**src/rtl/mem_stage.sv**
```systemverilog
`default_nettype none
// ============================================================================
// Module      : mem_stage
// Description : Memory-access / write-back stage. Latches one completed
//               instruction, runs at most one load or store over a
//               request/acknowledge data bus with byte-lane steering,
//               extension and alignment checking, then issues a single
//               register-file write together with a one-cycle fin pulse.
// Revision    : 1.0 - initial release
// ============================================================================
module mem_stage #(
    parameter int ADDR_WIDTH = 32
) (
    input  logic                  clk,
    input  logic                  rstn,
    input  logic                  enable,
    input  logic [5:0]            rd,
    input  logic                  regwrite,
    input  logic                  memread,
    input  logic                  memwrite,
    input  logic [1:0]            size,
    input  logic                  ld_unsigned,
    input  logic [31:0]           aluresult,
    input  logic [31:0]           result,
    input  logic [31:0]           rdata1,
    output logic                  fin,
    output logic                  misalign,
    output logic [5:0]            wb_rd,
    output logic                  wb_we,
    output logic [31:0]           wb_data,
    output logic                  mem_req,
    output logic                  mem_we,
    output logic [ADDR_WIDTH-1:0] mem_addr,
    output logic [3:0]            mem_wstrb,
    output logic [31:0]           mem_wdata,
    input  logic                  mem_ack,
    input  logic [31:0]           mem_rdata
);

    localparam logic [1:0] S_IDLE = 2'd0;
    localparam logic [1:0] S_REQ  = 2'd1;
    localparam logic [1:0] S_WB   = 2'd2;

    logic [1:0]  r_state;
    logic [5:0]  r_rd;
    logic        r_regwrite;
    logic        r_is_load;
    logic [1:0]  r_size;
    logic        r_unsigned;
    logic [1:0]  r_lane;
    logic [31:0] r_result;

    logic        w_is_mem;
    logic        w_misalign;
    logic        w_wb_en;
    logic [3:0]  w_wstrb;
    logic [31:0] w_wdata;
    logic [7:0]  w_byte;
    logic [15:0] w_half;
    logic [31:0] w_ld_data;

    // A load wins when both memread and memwrite are set.
    assign w_is_mem = memread | memwrite;
    assign w_wb_en  = regwrite & (rd != 6'd0);

    // Alignment check on the incoming request; size 11 behaves as a word.
    always_comb begin
        w_misalign = 1'b0;
        case (size)
            2'b00:   w_misalign = 1'b0;
            2'b01:   w_misalign = aluresult[0];
            default: w_misalign = |aluresult[1:0];
        endcase
        w_misalign = w_misalign & w_is_mem;
    end

    // Store lane steering: replicate data across lanes, strobe the target bytes.
    always_comb begin
        w_wstrb = 4'b1111;
        w_wdata = rdata1;
        case (size)
            2'b00: begin
                w_wstrb = 4'b0001 << aluresult[1:0];
                w_wdata = {4{rdata1[7:0]}};
            end
            2'b01: begin
                w_wstrb = 4'b0011 << aluresult[1:0];
                w_wdata = {2{rdata1[15:0]}};
            end
            default: begin
                w_wstrb = 4'b1111;
                w_wdata = rdata1;
            end
        endcase
    end

    // Load extraction from the returned word using the latched lane and size.
    always_comb begin
        w_byte    = mem_rdata[7:0];
        w_half    = r_lane[1] ? mem_rdata[31:16] : mem_rdata[15:0];
        w_ld_data = mem_rdata;
        case (r_lane)
            2'd0:    w_byte = mem_rdata[7:0];
            2'd1:    w_byte = mem_rdata[15:8];
            2'd2:    w_byte = mem_rdata[23:16];
            default: w_byte = mem_rdata[31:24];
        endcase
        case (r_size)
            2'b00:   w_ld_data = r_unsigned ? {24'd0, w_byte} : {{24{w_byte[7]}}, w_byte};
            2'b01:   w_ld_data = r_unsigned ? {16'd0, w_half} : {{16{w_half[15]}}, w_half};
            default: w_ld_data = mem_rdata;
        endcase
    end

    // Sequencer: accept in IDLE, wait for ack in REQ, one write-back cycle in WB.
    always_ff @(posedge clk) begin
        if (!rstn) begin
            r_state    <= S_IDLE;
            r_rd       <= 6'd0;
            r_regwrite <= 1'b0;
            r_is_load  <= 1'b0;
            r_size     <= 2'd0;
            r_unsigned <= 1'b0;
            r_lane     <= 2'd0;
            r_result   <= 32'd0;
            fin        <= 1'b0;
            misalign   <= 1'b0;
            wb_rd      <= 6'd0;
            wb_we      <= 1'b0;
            wb_data    <= 32'd0;
            mem_req    <= 1'b0;
            mem_we     <= 1'b0;
            mem_addr   <= '0;
            mem_wstrb  <= 4'd0;
            mem_wdata  <= 32'd0;
        end else begin
            fin      <= 1'b0;
            misalign <= 1'b0;
            wb_we    <= 1'b0;
            case (r_state)
                S_IDLE: begin
                    if (enable) begin
                        r_rd       <= rd;
                        r_regwrite <= regwrite;
                        r_is_load  <= memread;
                        r_size     <= size;
                        r_unsigned <= ld_unsigned;
                        r_lane     <= aluresult[1:0];
                        r_result   <= result;
                        if (!w_is_mem || w_misalign) begin
                            // Nothing to do on the bus: write back immediately.
                            fin      <= 1'b1;
                            misalign <= w_misalign;
                            wb_rd    <= rd;
                            wb_data  <= result;
                            wb_we    <= w_wb_en & ~w_misalign;
                            r_state  <= S_WB;
                        end else begin
                            mem_req   <= 1'b1;
                            mem_we    <= ~memread;
                            mem_addr  <= {aluresult[ADDR_WIDTH-1:2], 2'b00};
                            mem_wstrb <= memread ? 4'd0 : w_wstrb;
                            mem_wdata <= memread ? 32'd0 : w_wdata;
                            r_state   <= S_REQ;
                        end
                    end
                end
                S_REQ: begin
                    if (mem_ack) begin
                        mem_req   <= 1'b0;
                        mem_we    <= 1'b0;
                        mem_wstrb <= 4'd0;
                        fin       <= 1'b1;
                        wb_rd     <= r_rd;
                        wb_data   <= r_is_load ? w_ld_data : r_result;
                        wb_we     <= r_regwrite & (r_rd != 6'd0);
                        r_state   <= S_WB;
                    end
                end
                S_WB: begin
                    r_state <= S_IDLE;
                end
                default: begin
                    r_state <= S_IDLE;
                end
            endcase
        end
    end

endmodule
`default_nettype wire
```
**config.mk**
```make
export PLATFORM = sky130hd
export DESIGN_NAME = mem_stage
export DESIGN_NICKNAME = d
export VERILOG_FILES = /design/src/rtl/mem_stage.sv
export SDC_FILE = /design/constraint.sdc
export NUM_CORES = 1
export LEC_CHECK = 0
export ABC_AREA = 1
export CAP_MARGIN = 15
export CORE_MARGIN = 2
export CORE_UTILIZATION = 45
export DETAILED_ROUTE_END_ITERATION = 8
export HOLD_SLACK_MARGIN = 0.03
export PLACE_DENSITY = 0.8
export RECOVER_POWER = 100
export SETUP_SLACK_MARGIN = 0.05
export SLEW_MARGIN = 15
export SYNTH_ARGS = -nofsm -noshare
export SYNTH_HDL_FRONTEND = slang
export SYNTH_SLANG_ARGS = --single-unit
```
**constraint.sdc**
```tcl
create_clock -name clk -period 2.4 [get_ports clk]
set_input_delay 0.24 -clock clk [delete_from_list [all_inputs] [get_ports clk]]
set_output_delay 0.24 -clock clk [all_outputs]
set_load 0.02 [all_outputs]
```
## Word-level counts from Yosys, hierarchy flattened

Cells that the tools add are included.

- Bitwise gates (word level): 8
- Muxes and demuxes: 42
- Eq/ne operators: 9
- Reductions and logical operators: 16
- Shift operators: 2

Operators by type and width:

| operator | number |
|---|---|
| $mux 32 | 7 |
| $pmux 32 s2 | 3 |
| $pmux 8 s3 | 1 |
| $mux 6 | 3 |
| $mux 16 | 1 |
| $mux 4 | 4 |
| $pmux 4 s2 | 2 |
| $pmux 6 s2 | 1 |
| $reduce_and 4->1 | 3 |
| $reduce_bool 6->1 | 2 |
| $mux 1 | 11 |
| $pmux 1 s2 | 5 |
| $eq 2x1->1 const B | 4 |
| $logic_not 2->1 | 4 |
| $ne 2x2->1 const B | 4 |
| $mux 2 | 3 |
| $and 1x1->1 | 4 |
| $pmux 2 s2 | 1 |
| $reduce_and 2->1 | 2 |
| $shl 1x2->4 const A | 1 |
| $shl 2x2->4 const A | 1 |
| $not 1->1 | 3 |
| $reduce_and 3->1 | 1 |
| $eq 2x2->1 const B | 1 |
| other kinds (5) | 5 |

- Flip-flop bits (word level): 156
- Word-level logic and storage cells: 95
- Output and inout port bits: 111
- Input port bits: 144

## Logic depth before layout (Yosys ltp)

- Depth in word-level cells: 8
- Depth in mapped cells: 11
- Gate-level depth less buffers: 9

## Worst setup path after synthesis

OpenSTA, ideal clock, no wires.

- Path kind: input to register
- From: input port memread
- To: register mem_addr[25]
- Setup time: 0.116 ns
- Path buffers: 4
- Data required time: 2.284 ns
- Setup slack: 1.017 ns
- Stages: 11
- Arrival time: 1.267 ns
- Path through: buf_4 inv_2 nand2_4 nand4_4 nor2_4 buf_6 inv_2 buf_6 buf_6 nor2_1 nor2_1

- Longest elaborated chain between the ends: 5
- Elaborated cells between the ends (all ways): 6
- Those cells by class: bitwise: 3; reduce/logical: 3

RTL lines:

| what | line | text |
|---|---|---|
| from (decl) | 19 | `input logic memread,` |
| $or 1x1->1 * | 63 | `assign w_is_mem = memread \| memwrite;` |
| $and 1x1->1 or $logic_not 1->1 (tied branches) | 74, 150 |  |
| $logic_or 1x1->1 * | 150 | `if (!w_is_mem \|\| w_misalign) begin` |
| $not 1->1 (no line) * | - |  |
| $reduce_and 3->1 (no line) * | - |  |
| to (signal assigned) | 161 | `mem_addr <= {aluresult[ADDR_WIDTH-1:2], 2'b00};` |
| to (decl) | 33 | `output logic [ADDR_WIDTH-1:0] mem_addr,` |

Every way passes the cells marked *; elsewhere a longest branch is shown, timed or not.
A chain may end at the register's enable or synchronous reset.

## Worst setup path after layout

- From: register r_lane[1]
- To: register wb_data[29]

- Longest elaborated chain between the ends: 7
- Elaborated cells between the ends (all ways): 11
- Those cells by class: eq/ne: 2; mux: 8; reduce/logical: 1

RTL lines:

| what | line | text |
|---|---|---|
| from (decl) | 50 | `logic [1:0] r_lane;` |
| from (signal assigned) | 148 | `r_lane <= aluresult[1:0];` |
| $eq 2x2->1, or another cell as far along | 102 | `case (r_lane)` |
| $pmux 8 s3 | 102 |  |
| $mux 32 | 109 | `2'b00: w_ld_data = r_unsigned ? {24'd0, w_byte} : {{24{w_byte[7]}}, w_byte};` |
| $pmux 32 s2 * | 108 | `case (r_size)` |
| $mux 32 * | 175 | `wb_data <= r_is_load ? w_ld_data : r_result;` |
| $mux 32 * | 169 | `if (mem_ack) begin` |
| $pmux 32 s2 * | 140 | `case (r_state)` |
| to (signal assigned) | 155 | `wb_data <= result;` |
| to (signal assigned) | 175 |  |
| to (decl) | 30 | `output logic [31:0] wb_data,` |

Every way passes the cells marked *; elsewhere a longest branch is shown, timed or not. The select of a mux whose other input is x is not followed.

==> results.py <==
metrics = {
    "die": {
        "rows": 46,
        "die_width_microns": 130,
        "start_util_pct": 45.6,
        "fp.coreArea_sq_um": 15700,
        "num_io_pins": 255,
        "fp.dieH_microns": 130,
        "die_area_sq_um": 16900,
    },
    "clocking": {
        "cts_resized": 0,
        "cts_buffer_depth": 2,
        "hold_buffers": 0,
        "postCtsSetupBuffers": 0,
        "clock_latency_ns": 0.42,
        "cts_buffers": 17,
        "numClockSinks": 156,
        "cts_root_buf": "clkbuf_16",
        "cts_tree": "built",
        "clk_pin_slew_ns": 0.06,
        "cts-htree-levels": 4,
    },
    "yosys": {
        "ys_types": 33,
        "synthesis.area_sq_um": 7160,
        "netlist_instances": 1033,
        "synth-seq-area-share_pct": 43.6,
        "postSynthAreaPerCell_sq_um": 6.94,
        "ys_warn_count": 0,
        "synth_seq_cells": 156,
    },
    "global_routing": {
        "grt_overflow": 0,
        "grt_pass1_wl_microns": 36300,
        "grt_pass1_vias": 7282,
        "grt_max_degree": 76,
        "antenna_found_initial": 0,
        "grt_use_total_pct": 27.2,
    },
    "timing": {
        "finalClockSkew_ns": 0.0109,
        "relSlewSlack_pct": 36.7,
        "final-setup-viol-count": 0,
        "clock.fmax_mhz": 482,
        "layout_min_cycle_time_ns": 2.08,
        "tightest_slew_ns": 0.950,
        "hold_ws_ns": 0.312,
        "drv_slew": 0,
        "finalWorstSetupSlack_ns": 0.323,
        "setup_tns_ns": 0,
        "final-hold-violation-count": 0,
        "rsz0062_at_grt": "false",
        "fin_crit_sh_pct": 86.5,
    },
    "job": {
        "cap_viol_max_count": 0,
    },
    "hold_path": {
        "min_path_cells": 3,
        "min_path_type": "primary input to register",
    },
    "place": {
        "detailed_place_hpwl_microns": 16000,
        "dp_slack_ns": 0.362,
        "place_area_sq_um": 9840,
        "portBuffers": 252,
        "gp_congestion": 0.862,
    },
    "final_layout": {
        "design_area_sq_um": 10300,
        "final_nets": 1397,
        "antenna_cells": 0,
        "fillers": 1357,
        "final_common_cell": "a21oi_1",
        "syn_to_final_growth_pct": 44.4,
        "mostFrequentLayoutCells": "a21oi_1, nand2_1, dfxtp_1",
        "layout-drive-gt1-share_pct": 5.69,
    },
    "pwr": {
        "switching_power_mw": 2.11,
        "p_leak_nw": 4.41,
        "peakVddDrop_uv": 461,
        "seqPwrFrac_pct": 40.6,
        "powerDensity_nw_per_um2": 695,
        "switching_share_pct": 29.4,
        "clockPowerShare_pct": 36.6,
        "internal-power_mw": 5.08,
        "combPwrFrac_pct": 22.8,
        "p_total_mw": 7.19,
    },
    "detailed_routing": {
        "via_per_inst": 5.30,
        "drtIter0Drc": 653,
        "firstDrtPassIters": 5,
        "drc": 0,
        "vias": 7842,
        "wire_per_inst_microns": 15.6,
        "postRouteWirelength_microns": 23200,
        "final_antenna_net_count": 0,
    },
    "worst_setup_path": {
        "worstPathRequired_ns": 2.75,
        "cp_max_fo": 16,
        "crit_path_end_kind": "register",
        "critical_path_class": "register to register",
        "cp-start-kind": "register",
        "r2r_cells": 7,
        "critical_path_arrival_ns": 2.42,
    },
    "status": {
        "outcome": "completed",
    },
}
-- area by class of cell --
cell class	instances	area, sq um	area share [%]
inverters	74	279	2.70
multi-input cells	725	3380	32.7
well taps	216	270	2.61
repair buffers	279	2720	26.3
flip-flops and latches	156	3120	30.2
clock buffers	20	457	4.41
clock inverters	11	118	1.14
-- cells in the mapped netlist --
cell type / count / area, sq um
nand3_1: 54 / 270
nor2_1: 115 / 432
nor3_1: 1 / 5.00
nor2_4: 2 / 22.5
clkinv_1: 2 / 7.51
buf_6: 3 / 33.8
nand3b_1: 6 / 45.0
conb_1: 1 / 3.75
buf_2: 26 / 130
buf_4: 4 / 30.0
o21ai_0: 151 / 756
nand2_2: 2 / 12.5
clkinv_2: 1 / 5.00
nor2_2: 5 / 31.3
o22ai_1: 5 / 31.3
o211ai_1: 1 / 7.51
inv_2: 5 / 18.8
a21oi_2: 2 / 17.5
a21oi_1: 196 / 981
nand2_1: 161 / 604
o221ai_1: 3 / 26.3
o21bai_1: 2 / 15.0
nand2_4: 1 / 11.3
o21ai_1: 5 / 25.0
nand3_2: 1 / 10.0
clkbuf_1: 46 / 173
a2bb2oi_1: 1 / 8.76
or2_2: 1 / 6.26
a22oi_1: 6 / 45.0
nand4_4: 1 / 21.3
dfxtp_1: 156 / 3120
o21a_1: 1 / 7.51
inv_1: 66 / 248
-- final timing paths --
| path | start | slack [ns] | endpoint |
|---|---|---|---|
| worst min register to register | r_result[26]$_SDFFE_PN0P_ | 0.45 | r_result[26]$_SDFFE_PN0P_ |
| worst max-delay path | r_lane[1]$_SDFFE_PN0P_ | 0.32 | wb_data[29]$_SDFFE_PN0P_ |
| worst min-delay path | rstn | 0.31 | mem_wdata[26]$_SDFFE_PN0P_ |
| worst max register to register | r_lane[1]$_SDFFE_PN0P_ | 0.32 | wb_data[29]$_SDFFE_PN0P_ |
-- worst max-delay path, cell delays in order, from the launching register on --
cell and delay, ns:
dfxtp_1 0.51, clkbuf_2 0.33, nand2_1 0.08, nand2_1 0.09, nand3_1 0.46, nand3_1 0.31, nand2_1 0.10, a21oi_1 0.13
-- stage by stage --
step / std cells / utilization, %
floorplan: 1034 / -
global placement: 1450 / 62.6
detailed placement: 1450 / 62.6
CTS: 1481 / 66.3
global route: 1481 / 65.9
finish: 1481 / 65.9
-- cells by family after synthesis --
kind of cell / share of synthesized area [%]
compound gates: 26.8
buf+inv: 9.01
flops: 43.6
other cells: 0.0523
simple gates: 20.5
-- power groups by stage --
stage	combinational, mW	clock (mW)	sequential [mW]
CTS	1.72	2.67	2.93
finish	1.64	2.63	2.92
global placement	1.68	0	2.97
floorplan	0.735	0	3.15
detailed placement	1.70	0	2.98
global route	1.80	2.78	2.94
-- flip-flops by register name, summed over array words and instances (netlist names), 2 cells and up --
register / cells
r_result: 32
r_size: 2
r_lane: 2
wb_data: 32
mem_wdata: 32
mem_wstrb: 4
wb_rd: 6
r_rd: 6
mem_addr: 30
r_state: 2
-- per-layer routing --
layer	part of all wire, %	global-route usage [%]
met4	2.0	9.17
met1	41	34.4
met5	0	0
met3	10	9.47
met2	47	43.4
Power figures use the tool's default switching activity.
